<file path="src/rtl/perf_counter_ctrl.sv">
// Purpose : bank of NUM_EVENTS rising-edge event counters with a shadow snapshot
//           bank, serialised behind one four-phase req/ack host port.
// Latency : READ/SNAPSHOT/CLEAR_ONE ack 2 edges after req is sampled; CLEAR_ALL
//           acks NUM_EVENTS+2 edges after. An event edge reaches its counter 1 edge after it is sampled.
// Backpressure: the host holds req until ack. ack is held until req drops, and
//           busy stays high until then. Event inputs are never back-pressured.
//
// Ports:
//   clk       rising-edge clock
//   reset     asynchronous active-low reset
//   event_in  per-event level lines, one count per 0->1 transition
//   count_en  global count enable; edges seen while low are dropped
//   req       host request (four-phase)
//   cmd       00 READ, 01 SNAPSHOT, 10 CLEAR_ONE, 11 CLEAR_ALL (sampled with req)
//   addr      counter index for READ / CLEAR_ONE (sampled with req)
//   ack       command complete, held until req drops
//   busy      high whenever the controller is not idle
//   rdata     READ result (shadow bank), held until the next READ completes
//   ovf       sticky per-counter saturation flag
//
// Build option: define PERF_SATURATE_EN to make counters saturate at all-ones and
// raise a sticky ovf bit. Without it, counters wrap and ovf is tied to 0.

module perf_counter_ctrl #(
  parameter int NUM_EVENTS = 4,
  parameter int WIDTH      = 10,
  parameter int ADDR_W     = 2
) (
  input  logic                  clk,
  input  logic                  reset,
  input  logic [NUM_EVENTS-1:0] event_in,
  input  logic                  count_en,
  input  logic                  req,
  input  logic [1:0]            cmd,
  input  logic [ADDR_W-1:0]     addr,
  output logic                  ack,
  output logic                  busy,
  output logic [WIDTH-1:0]      rdata,
  output logic [NUM_EVENTS-1:0] ovf
);

  typedef enum logic [1:0] {
    CMD_READ      = 2'b00,
    CMD_SNAPSHOT  = 2'b01,
    CMD_CLEAR_ONE = 2'b10,
    CMD_CLEAR_ALL = 2'b11
  } cmd_e;

  // SETUP sits between IDLE and EXEC. It registers the shadow read mux and the
  // one-hot clear mask from the latched address, so EXEC only does a plain load.
  typedef enum logic [2:0] {
    S_IDLE,
    S_SETUP,
    S_EXEC,
    S_SWEEP,
    S_ACK
  } state_t;

  localparam logic [ADDR_W-1:0] LAST_IDX = ADDR_W'(NUM_EVENTS - 1);

  state_t state;
  state_t next_state;

  cmd_e                  cmd_q;
  logic [ADDR_W-1:0]     addr_q;
  logic [ADDR_W-1:0]     idx;
  logic [NUM_EVENTS-1:0] clr_mask_q;
  logic [WIDTH-1:0]      rd_pend;

  logic [NUM_EVENTS-1:0] ev_prev;
  logic [NUM_EVENTS-1:0] rise_q;

  logic [WIDTH-1:0]      count  [NUM_EVENTS];
  logic [WIDTH-1:0]      shadow [NUM_EVENTS];

  // FSM decode outputs
  logic                  latch_cmd;
  logic                  do_setup;
  logic                  do_read;
  logic                  do_snap;
  logic                  do_clr_one;
  logic                  do_sweep;
  logic                  sweep_start;

  // Datapath selects derived from the latched address / sweep index
  logic [WIDTH-1:0]      rd_sel;
  logic [NUM_EVENTS-1:0] addr_onehot;
  logic [NUM_EVENTS-1:0] clr_vec;

  // ---------------------------------------------------------------------------
  // Event edge detection. The detected rise is registered once before it
  // reaches the counter, which keeps the wide increment off the input path.
  // ---------------------------------------------------------------------------
  always_ff @(posedge clk or negedge reset) begin
    if (!reset) begin
      ev_prev <= '0;
      rise_q  <= '0;
    end else begin
      ev_prev <= event_in;
      rise_q  <= event_in & ~ev_prev & {NUM_EVENTS{count_en}};
    end
  end

  // ---------------------------------------------------------------------------
  // FSM state register
  // ---------------------------------------------------------------------------
  always_ff @(posedge clk or negedge reset) begin
    if (!reset) begin
      state <= S_IDLE;
    end else begin
      state <= next_state;
    end
  end

  // ---------------------------------------------------------------------------
  // FSM next-state and control decode
  // ---------------------------------------------------------------------------
  always_comb begin
    next_state  = state;
    ack         = 1'b0;
    busy        = 1'b1;
    latch_cmd   = 1'b0;
    do_setup    = 1'b0;
    do_read     = 1'b0;
    do_snap     = 1'b0;
    do_clr_one  = 1'b0;
    do_sweep    = 1'b0;
    sweep_start = 1'b0;

    case (state)
      S_IDLE: begin
        busy = 1'b0;
        if (req) begin
          latch_cmd  = 1'b1;
          next_state = S_SETUP;
        end
      end

      S_SETUP: begin
        do_setup   = 1'b1;
        next_state = S_EXEC;
      end

      S_EXEC: begin
        case (cmd_q)
          CMD_READ: begin
            do_read    = 1'b1;
            next_state = S_ACK;
          end
          CMD_SNAPSHOT: begin
            do_snap    = 1'b1;
            next_state = S_ACK;
          end
          CMD_CLEAR_ONE: begin
            do_clr_one = 1'b1;
            next_state = S_ACK;
          end
          CMD_CLEAR_ALL: begin
            sweep_start = 1'b1;
            next_state  = S_SWEEP;
          end
        endcase
      end

      S_SWEEP: begin
        do_sweep = 1'b1;
        if (idx == LAST_IDX) begin
          next_state = S_ACK;
        end
      end

      S_ACK: begin
        ack = 1'b1;
        if (!req) begin
          next_state = S_IDLE;
        end
      end

      default: begin
        next_state = S_IDLE;
      end
    endcase
  end

  // ---------------------------------------------------------------------------
  // Address decode. An out-of-range index matches no counter, so READ yields 0
  // and CLEAR_ONE touches nothing, without any separate range check.
  // ---------------------------------------------------------------------------
  always_comb begin
    rd_sel      = '0;
    addr_onehot = '0;
    for (int i = 0; i < NUM_EVENTS; i++) begin
      if (addr_q == ADDR_W'(i)) begin
        rd_sel         = shadow[i];
        addr_onehot[i] = 1'b1;
      end
    end
  end

  always_comb begin
    clr_vec = '0;
    for (int i = 0; i < NUM_EVENTS; i++) begin
      clr_vec[i] = (do_clr_one & clr_mask_q[i]) |
                   (do_sweep & (idx == ADDR_W'(i)));
    end
  end

  // ---------------------------------------------------------------------------
  // Host-side command registers, read data and sweep index
  // ---------------------------------------------------------------------------
  always_ff @(posedge clk or negedge reset) begin
    if (!reset) begin
      cmd_q      <= CMD_READ;
      addr_q     <= '0;
      clr_mask_q <= '0;
      rd_pend    <= '0;
      rdata      <= '0;
      idx        <= '0;
    end else begin
      if (latch_cmd) begin
        cmd_q  <= cmd_e'(cmd);
        addr_q <= addr;
      end
      if (do_setup) begin
        rd_pend    <= rd_sel;
        clr_mask_q <= addr_onehot;
      end
      if (do_read) begin
        rdata <= rd_pend;
      end
      if (sweep_start) begin
        idx <= '0;
      end else if (do_sweep) begin
        // Return to 0 after the last counter so a non-power-of-two bank
        // leaves idx in a clean state.
        idx <= (idx == LAST_IDX) ? '0 : idx + ADDR_W'(1);
      end
    end
  end

  // ---------------------------------------------------------------------------
  // Counter and shadow banks. A clear on the same edge as an increment wins,
  // and that event is lost. The shadow copy takes the pre-increment value
  // because it samples count before this edge's update.
  // ---------------------------------------------------------------------------
`ifdef PERF_SATURATE_EN
  localparam logic [WIDTH-1:0] CNT_MAX = '1;
`endif

  always_ff @(posedge clk or negedge reset) begin
    if (!reset) begin
      for (int i = 0; i < NUM_EVENTS; i++) begin
        count[i]  <= '0;
        shadow[i] <= '0;
      end
    end else begin
      for (int i = 0; i < NUM_EVENTS; i++) begin
        if (clr_vec[i]) begin
          count[i] <= '0;
        end else if (rise_q[i]) begin
`ifdef PERF_SATURATE_EN
          if (count[i] != CNT_MAX) begin
            count[i] <= count[i] + WIDTH'(1);
          end
`else
          count[i] <= count[i] + WIDTH'(1);
`endif
        end
        if (do_snap) begin
          shadow[i] <= count[i];
        end
      end
    end
  end

  // ---------------------------------------------------------------------------
  // Overflow flags
  // ---------------------------------------------------------------------------
`ifdef PERF_SATURATE_EN
  logic [NUM_EVENTS-1:0] ovf_q;

  // An ovf bit is set by an increment attempt at full scale. It drops only when
  // that counter is cleared.
  always_ff @(posedge clk or negedge reset) begin
    if (!reset) begin
      ovf_q <= '0;
    end else begin
      for (int i = 0; i < NUM_EVENTS; i++) begin
        if (clr_vec[i]) begin
          ovf_q[i] <= 1'b0;
        end else if (rise_q[i] && (count[i] == CNT_MAX)) begin
          ovf_q[i] <= 1'b1;
        end
      end
    end
  end

  assign ovf = ovf_q;
`else
  assign ovf = '0;
`endif

endmodule

</file>
<file path="config.mk">
export PLATFORM = sky130hd
export DESIGN_NAME = perf_counter_ctrl
export DESIGN_NICKNAME = d
export VERILOG_FILES = /design/src/rtl/perf_counter_ctrl.sv
export SDC_FILE = /design/constraint.sdc
export NUM_CORES = 1
export LEC_CHECK = 0
export CELL_PAD_IN_SITES_DETAIL_PLACEMENT = 1
export CELL_PAD_IN_SITES_GLOBAL_PLACEMENT = 1
export CORE_ASPECT_RATIO = 1.25
export CORE_MARGIN = 1
export CORE_UTILIZATION = 29
export DETAILED_ROUTE_END_ITERATION = 10
export PLACE_DENSITY_LB_ADDON = 0.15
export REMOVE_ABC_BUFFERS = 1
export SLEW_MARGIN = 30
export SYNTH_ARGS = -nofsm -noshare
export SYNTH_HDL_FRONTEND = slang
export SYNTH_SLANG_ARGS = --single-unit
</file>
<file path="constraint.sdc">
create_clock -name clk -period 1.9 [get_ports clk]
set_input_delay 0.285 -clock clk [delete_from_list [all_inputs] [get_ports clk]]
set_output_delay 0.285 -clock clk [all_outputs]
set_load 0.02 [all_outputs]
</file>
==> summary.md <==
| Metric | Value |
|---|---|
| Status | `complete, but fails checks` |
| Failing checks | `DRC` |
| Critical Path End | `busy` |
| Clock sink count | `121` |
| CP max FO | `8` |
| # DRC | `2` |
| VDD IR max | `0.618 mV` |
| Die Y | `156 um` |
| Mapped Area | `5530 sq um` |
| Final Max Slew Viols | `0` |
| R2r endpoint | `shadow[23]$_DFFE_PN0P_` |
| M1 GR Usage | `16.5%` |
| Avg WL per Cell | `16.6 um` |
| Initial Util | `29.5%` |
| WHS | `0.325 ns` |
| Seq/Total Area, Yosys | `54.8%` |
| Relative slew slack | `63.3%` |
| Slowest CP cell | `dfrtp_2` |
| Fmax | `578 MHz` |
| H-tree depth | `4` |
| Clock root buffer | `clkbuf_16` |
| Final setup viols | `0` |
| GRT overflow | `0` |
| RR Startpoint | `state[0]$_DFFE_PN0P_` |
| Vias in the first global route | `3716` |
| TritonRoute pass-1 iters | `9` |
| Asr flop ratio synth | `100%` |
| Cell Area, Placed | `6050 sq um` |
| Reg2Reg Setup Slack | `0.27 ns` |
| FF+latch count, synth | `121` |
| GR Util met3 | `3.42%` |
| Share of cells above drive strength 1 | `24.5%` |
| Post-Syn Area per Cell | `12.5 sq um` |
| Post-CTS setup buffers | `0` |
| Die W | `125 um` |
| Synth-to-Final Area Change | `22.5%` |
| Final cycle utilization of the critical path | `91.1%` |
| First-pass GRT wire length | `20300 um` |
| Unrepaired setup endpoints after global routing | `no` |
| Iteration-0 DRC Markers | `101` |
| Final instance area | `6770 sq um` |
| Post-synth EDFFs | `0` |
| Clk_lat worst skew | `0.42 ns` |
| WP data arrival | `1.45 ns` |
| Diodes inserted | `0` |
| Pin count of the biggest net entering global routing | `41` |
| Worst hold path class | `primary input to flip-flop` |
| Gpl congestion | `0.738` |
| CTS tree | `done` |
| Die ar. | `19600 sq um` |
| Clock tree buffer depth | `2` |
| Final Critical Period | `1.73 ns` |
| Final Skew | `0.00811 ns` |
| # IOs | `28` |
| Unique masters post-synth | `43` |
| Synth Flop Type | `dfrtp_1` |
| Row cnt | `56` |
| M2 GR Usage | `23.4%` |
| Number of routed nets with antenna violations | `0` |
| Post-Syn Instances | `441` |
| Max-cap viol count | `0` |
| Num CTS Buffers | `17` |
| Initial antenna violation count | `0` |
| Required time of the critical path | `1.62 ns` |
| Total global-route track usage | `13.7%` |
| Static Leak | `3.07 nW` |
| Critical path type | `flip-flop to primary output` |
| Most frequent cells in the layout | `dfrtp_1 (119), nand2_1 (57), nor2_1 (56)` |
| CTS clk-pin slew, worst paths | `0.06 ns` |
| Slew at the pin closest to its max-slew limit | `0.550 ns` |
| Launch point of the worst path | `state[0]$_DFFE_PN0P_` |
| CORE AREA | `18700 sq um` |
| Port bufs | `23` |
| GR peak layer | `met2` |
| Crit path cell chain | `or3_4 > clkbuf_2` |
| Final hold viol count | `0` |
| PwrDens | `1430 nW/um^2` |
| Reg2Reg Depth | `4` |
| Crit path capture type | `primary output` |
| Layout net count | `497` |
| Startpoint Class | `flip-flop` |
| Via count | `3337` |
| Post-layout utilization of the core | `36.2%` |
| Vias per std cell | `4.62` |
| CP max stage delay | `0.45 ns` |
| Ys Warns | `0` |
| Post-DP HPWL | `8470 um` |
| Leading cell type in the layout, fill and taps excluded | `dfrtp_1` |
| Routed wire length | `12000 um` |
[area by class of cell]
class | count | area [sq um]
Multi-Input combinational cell | 290 | 2310
Clock buffer | 20 | 467
Tap cell | 232 | 290
Timing Repair Buffer | 41 | 409
Clock inverter | 12 | 243
Sequential cell | 121 | 3030
Inverter | 6 | 22.5
Fill cell | 1981 | 11900
[layer usage]
metal	wire (um)	vias to the layer above
met5	0	-
met1	5360	1711
met2	6090	40
met4	203	0
li1	-	1569
met3	302	17
[through the flow]
step,power (mW),std cells,setup TNS (ns),setup slack (ns)
2_1_floorplan,5.02,417,-29.86,-0.746
3_3_place_gp,5.83,689,0,0.206
3_5_place_dp,5.90,689,0,0.199
4_1_cts,9.85,722,0,0.00970
5_1_grt,10.2,722,0,0.0603
6_report,9.66,722,0,0.170
[power by group]
part / switching [mW] / internal [mW]
Combinational: 1.01 / 1.09
Clock: 1.19 / 2.69
Sequential: 0.580 / 3.09
[registers in the layout (all words and copies together) (netlist names)]
signal	flops
count	40
addr_q	2
rise_q	4
ev_prev	4
idx	2
state	3
rdata	10
shadow	40
clr_mask_q	4
rd_pend	10
cmd_q	2
[how the worst min path moves through the flow]
stage	from	to	slack [ns]	depth (start not counted)
floorplan	reset	addr_q[0]$_DFFE_PN0P_	-0.01	0
global placement	reset	cmd_q[0]$_DFFE_PN0P_	0.27	1
detailed placement	reset	cmd_q[0]$_DFFE_PN0P_	0.28	1
CTS	event_in[3]	ev_prev[3]$_DFF_PN0_	0.30	1
global route	event_in[3]	ev_prev[3]$_DFF_PN0_	0.32	1
finish	event_in[3]	ev_prev[3]$_DFF_PN0_	0.33	1
[cell usage after synthesis, types with 2 or more instances]
| cell | n | area share, % |
|---|---|---|
| dfrtp_1 | 121 | 55 |
| nand2_1 | 57 | 3.9 |
| nor2_1 | 56 | 3.8 |
| mux2_4 | 40 | 11 |
| xnor2_1 | 23 | 3.6 |
| xor2_1 | 13 | 2.1 |
| buf_2 | 12 | 1.1 |
| nand4_1 | 12 | 1.4 |
| mux2_2 | 11 | 2.2 |
| mux4_2 | 10 | 4.1 |
| nand3_1 | 10 | 0.91 |
| ha_1 | 8 | 1.8 |
| buf_6 | 6 | 1.2 |
| inv_1 | 6 | 0.41 |
| nor3_1 | 6 | 0.54 |
| buf_4 | 5 | 0.68 |
| a32o_1 | 4 | 0.72 |
| clkbuf_1 | 4 | 0.27 |
| mux2i_1 | 4 | 0.72 |
| a21oi_1 | 3 | 0.27 |
| and3b_1 | 3 | 0.48 |
| mux2_1 | 3 | 0.61 |
| a22o_1 | 2 | 0.32 |
| nand3b_1 | 2 | 0.27 |
| nor4_1 | 2 | 0.23 |
[worst max-delay path, delay by kind of cell, from the launching register on]
kind	cells	cell delay (ns)
buffers and inverters	1	0.16
DFF	1	0.45
and+or+nand+nor	1	0.42
[what timing repair did]
| action | in CTS | in global routing |
|---|---|---|
| endpoints found under the setup margin | 2 | 1 |
| gates resized for setup | 5 | 1 |
| cloned | 0 | 0 |
| hold buffers | 1 | 0 |
| hold endpoints to repair | 28 | 0 |
[logic make-up after synthesis]
kind of cell             after synthesis  share of synthesized area (%)
XOR/XNOR                              36                           5.71
buffers and inverters                 33                           3.67
other                                  1                         0.0679
flip-flops                           121                           54.8
AO/OA/AOI/OAI                         15                           2.11
adder cells (fa/ha/maj)                8                           1.81
multiplexers                          68                           18.5
AND/OR/NAND/NOR                      159                           13.3
Note: power is estimated with default switching activity, not from simulation.
==> RTL change 1: new RTL, same settings <==
Change the parameter `ADDR_W` from 2 to 1.
--- a/src/rtl/perf_counter_ctrl.sv
+++ b/src/rtl/perf_counter_ctrl.sv
@@ -26,3 +26,3 @@
   parameter int WIDTH      = 10,
-  parameter int ADDR_W     = 2
+  parameter int ADDR_W     = 1
 ) (
Interface: changed (resized addr); port bits go from 28 to 27. The function was not compared with the original's and may differ.
==> RTL change 1 against the original RTL <==
- power down 40%
- setup slack worse by 0.077 ns
- sequential cell count fell by 48
- via count decreased by 40%
- die area fell by 41%
- design area is 42% lower
- clock skew decreased by 0.0041 ns
- hold slack improved by 0.065 ns
- largest power group is now sequential cells
- routed wire length fell by 46%
- final cell count is 41% lower
- synthesized cell count shrank 42%
- area after synthesis is 42% lower
- global-route usage down 1.1 points
- critical path depth rose by 1
==> RTL change 1: results (changes against the original RTL) <==
cts:
  cts_made_buffers: 9  # -8
  cts_resized: 2  # -3
routing:
  wl_met3_um: 166  # -45%
  wl_met1_um: 3020  # -44%
  via_per_inst: 4.69  # +1.5%
outcome:
  status: "complete, no violations"
cells_and_area:
  clock_area_share_pct: 7.43  # -3.1 points
  inverters: 2  # -4
  fin_area_um2: 3960  # -42%
  top_regs: "count: 20 flops, shadow: 20 flops"
  seq_share_pct: 46.2  # +1.4 points
  nonClkBufAreaFrac_pct: 8.88  # +2.8 points
  multi_input_area_um2: 1310  # -43%
global_route:
  grt_max_degree: 46  # +12%
  grtUsageMet1_pct: 16.9  # +0.48 points
power_and_ir_drop:
  p_sw_mw: 1.84  # -34%
  ir_drop_mv: 0.408  # -34%
  p_sw_share_pct: 31.6  # +2.8 points
synthesis:
  synth-compound-area-share_pct: 6.55  # +4.4 points
  synth_xor_area_share_pct: 2.17  # -3.5 points
  synth_seq_cells: 73  # -40%
  avgSynthCellArea_um2: 12.6  # +0.72%
  synth_commonest_cells: "73 x dfrtp_1, 22 x a21oi_1, 22 x nor2_1, 20 x mux2_4, 14 x mux2_2"
placed_design:
  dp_hpwl_um: 4390  # -48%
  port_buffers: 20  # -13%
  dp_cells: 410  # -40%
  dp_slack_ns: 0.0953  # -0.104 ns
setup_path:
  arrival_ns: 2.02  # +0.57 ns
sta:
  final.setup_skew_ns: 0.00406  # -0.00405 ns
RTL change 1: worst paths after layout:
path | start | to | slack [ns] | cells after the start
worst min-delay path | ev_prev[2]$_DFF_PN0_ | rise_q[2]$_DFF_PN0_ | 0.39 | 1
min in group asynchronous | reset | ev_prev[2]$_DFF_PN0_ | 0.44 | 2
max in group asynchronous | reset | rd_pend[7]$_DFFE_PN0P_ | 0.88 | 3
worst max-delay path | state[2]$_DFFE_PN0P_ | shadow[6]$_DFFE_PN0P_ | 0.09 | 3
worst max register to register | state[2]$_DFFE_PN0P_ | shadow[6]$_DFFE_PN0P_ | 0.09 | 3
worst min register to register | ev_prev[2]$_DFF_PN0_ | rise_q[2]$_DFF_PN0_ | 0.39 | 1
RTL change 1: cells by family (layout without fill, tap and decap cells):
logic type                 Yosys count  in the layout
other                                1              4
adders and majority gates            2              2
buffers and inverters               18             54
AOI/OAI and AO/OA                   38             38
xor gates and xnor gates             8              8
DFF                                 73             73
muxes                               47             47
and+or+nand+nor                     69             69
==> RTL change 2: new RTL, same settings <==
Made on the original files. The 5 states of `state_t` get a Gray code encoding in 3 bits.
--- a/src/rtl/perf_counter_ctrl.sv
+++ b/src/rtl/perf_counter_ctrl.sv
@@ -51,7 +51,7 @@
   typedef enum logic [2:0] {
-    S_IDLE,
-    S_SETUP,
-    S_EXEC,
-    S_SWEEP,
-    S_ACK
+    S_IDLE  = 3'b000,
+    S_SETUP = 3'b001,
+    S_EXEC  = 3'b011,
+    S_SWEEP = 3'b010,
+    S_ACK   = 3'b110
   } state_t;
Check against the original RTL: no difference found for any inputs over 10 cycles, from zero or initial values and one cycle with reset low; not proved beyond that.
==> RTL change 2 against the original RTL <==
- via count is 4.1% lower
- sequential cell count stayed put
- power is 13% lower
- design area is 3.9% lower
- first-iteration DRC count is 6.9% higher
- count of clock-buffer cells in the layout is 4 higher
- die area is 3.6% lower
- global-route usage is 0.49 points higher
- critical path depth stayed put
- area after synthesis is 3.7% lower
- register-to-register slack worse by 0.08 ns
- routed wire length is 1.9% lower
- setup slack worse by 0.11 ns
==> RTL change 2: results (changes against the original RTL) <==
global_route:
  grtUsageMet1_pct: 17.1  # +0.61 points
  grt_pass1_vias: 3545  # -4.6%
  grt_max_degree: 56  # +37%
  grt_pass1_wl_um: 19700  # -3.0%
  grt.met3_usage_pct: 3.99  # +0.57 points
  grt_use_met2_pct: 24.0  # +0.64 points
  grt_use_total_pct: 14.2  # +0.49 points
cells_and_area:
  layout.nets: 471  # -5.2%
  top_regs: "count: 40 flops, shadow: 40 flops"
  stdcell_count: 692  # -4.2%
  fill_cells: 1931  # -2.5%
  drive_above_1_share_pct: 27.6  # +3.1 points
power_and_ir_drop:
  ir_drop_mv: 0.605  # -2.2%
  powerDensity_nw_per_um2: 1290  # -9.7%
  seq_power_share_pct: 41.0  # +3.0 points
  p_sw_mw: 2.40  # -14%
  p_leak_nw: 2.97  # -3.2%
routing:
  drcViolationCount: 0  # -2
  wl_met3_um: 361  # +20%
  via_per_inst: 4.63  # about the same
  wl_met1_um: 5120  # -4.5%
  drt_iter0_drc: 108  # +6.9%
  dr.pass1.iters: 4  # -5
  routedWlPerCell_um: 16.9  # +2.4%
  routed-wl-met2_um: 6120  # +0.46%
placed_design:
  dp_hpwl_um: 8290  # -2.1%
  dp_cells: 656  # -4.8%
  post_dp_cell_area_um2: 5880  # -2.8%
  dp_slack_ns: 0.117  # -0.0820 ns
setup_path:
  worstPathMaxFanout: 9  # +1
  rr_startpoint: "state[2]$_DFFE_PN0P_"
  arrival_ns: 1.55  # +0.10 ns
synthesis:
  avgSynthCellArea_um2: 13.0  # +4.1%
  yosysSeqAreaShare_pct: 56.9  # +2.1 points
  synth_commonest_cells: "121 x dfrtp_1, 61 x mux2_2, 53 x nor2_1, 24 x nand2_1, 22 x xnor2_1"
  yosysUniqueCellTypes: 37  # -14%
  yosys-top-cells-area: "dfrtp_1 57%, mux2_2 13%, mux4_2 4.2%, nor2_1 3.7%, xnor2_1 3.6%"
min_path:
  hp-class: "in -> async"
outcome:
  status: "complete, no violations"
sta:
  slew_headroom_pct: 55.4  # -7.9 points
## RTL change 2: cell count changes in the layout (fill, tap and decap cells not counted), sizes merged, moves of 4 or more
cell and delta:
mux2 +10, nand2 -32, nand3 -4, bufinv -5
nor2 -4
## RTL change 2: cell type report
| cell class | instances | area [um^2] | area share [%] |
|---|---|---|---|
| inverters | 6 | 22.5 | 0.346 |
| multi-input cells | 262 | 2120 | 32.7 |
| well taps | 228 | 285 | 4.39 |
| clock buffers | 24 | 492 | 7.56 |
| repair buffers | 43 | 455 | 7.00 |
| flip-flops and latches | 121 | 3030 | 46.6 |
| clock inverters | 8 | 92.6 | 1.42 |
## RTL change 2: repair_timing
action / CTS / global route
endpoints found under the setup margin: 2 / 1
pin swaps: 0 / 0
gates resized for setup: 6 / 1
hold buffers: 1 / 0
hold endpoints to repair: 16 / 0
setup buffers: 0 / 3
## RTL change 2: cell families after synthesis
logic type	after synthesis	synth area share (%)
multiplexers	79	18.7
adder cells (fa/ha/maj)	8	1.88
AO/OA/AOI/OAI	15	2.07
XOR/XNOR	36	5.92
buffers and inverters	28	3.41
other	1	0.0705
flip-flops	121	56.9
AND/OR/NAND/NOR	120	11.0
## RTL change 2: final timing paths
| kind | end | slack [ns] | cells after the start |
|---|---|---|---|
| setup / recovery | busy | 0.06 | 2 |
| hold / removal | rdata[2]$_DFFE_PN0P_ | 0.30 | 2 |
| setup reg to reg | rdata[8]$_DFFE_PN0P_ | 0.19 | 4 |
| hold reg to reg | rise_q[2]$_DFF_PN0_ | 0.39 | 1 |
| max in group asynchronous | rdata[8]$_DFFE_PN0P_ | 1.02 | 3 |
| min in group clk | ev_prev[2]$_DFF_PN0_ | 0.35 | 1 |
## RTL change 2: critical path: stages, from the launching register on
cell	delay (ns)
dfrtp_2	0.45
or3_1	0.42
clkdlybuf4s15_2	0.27
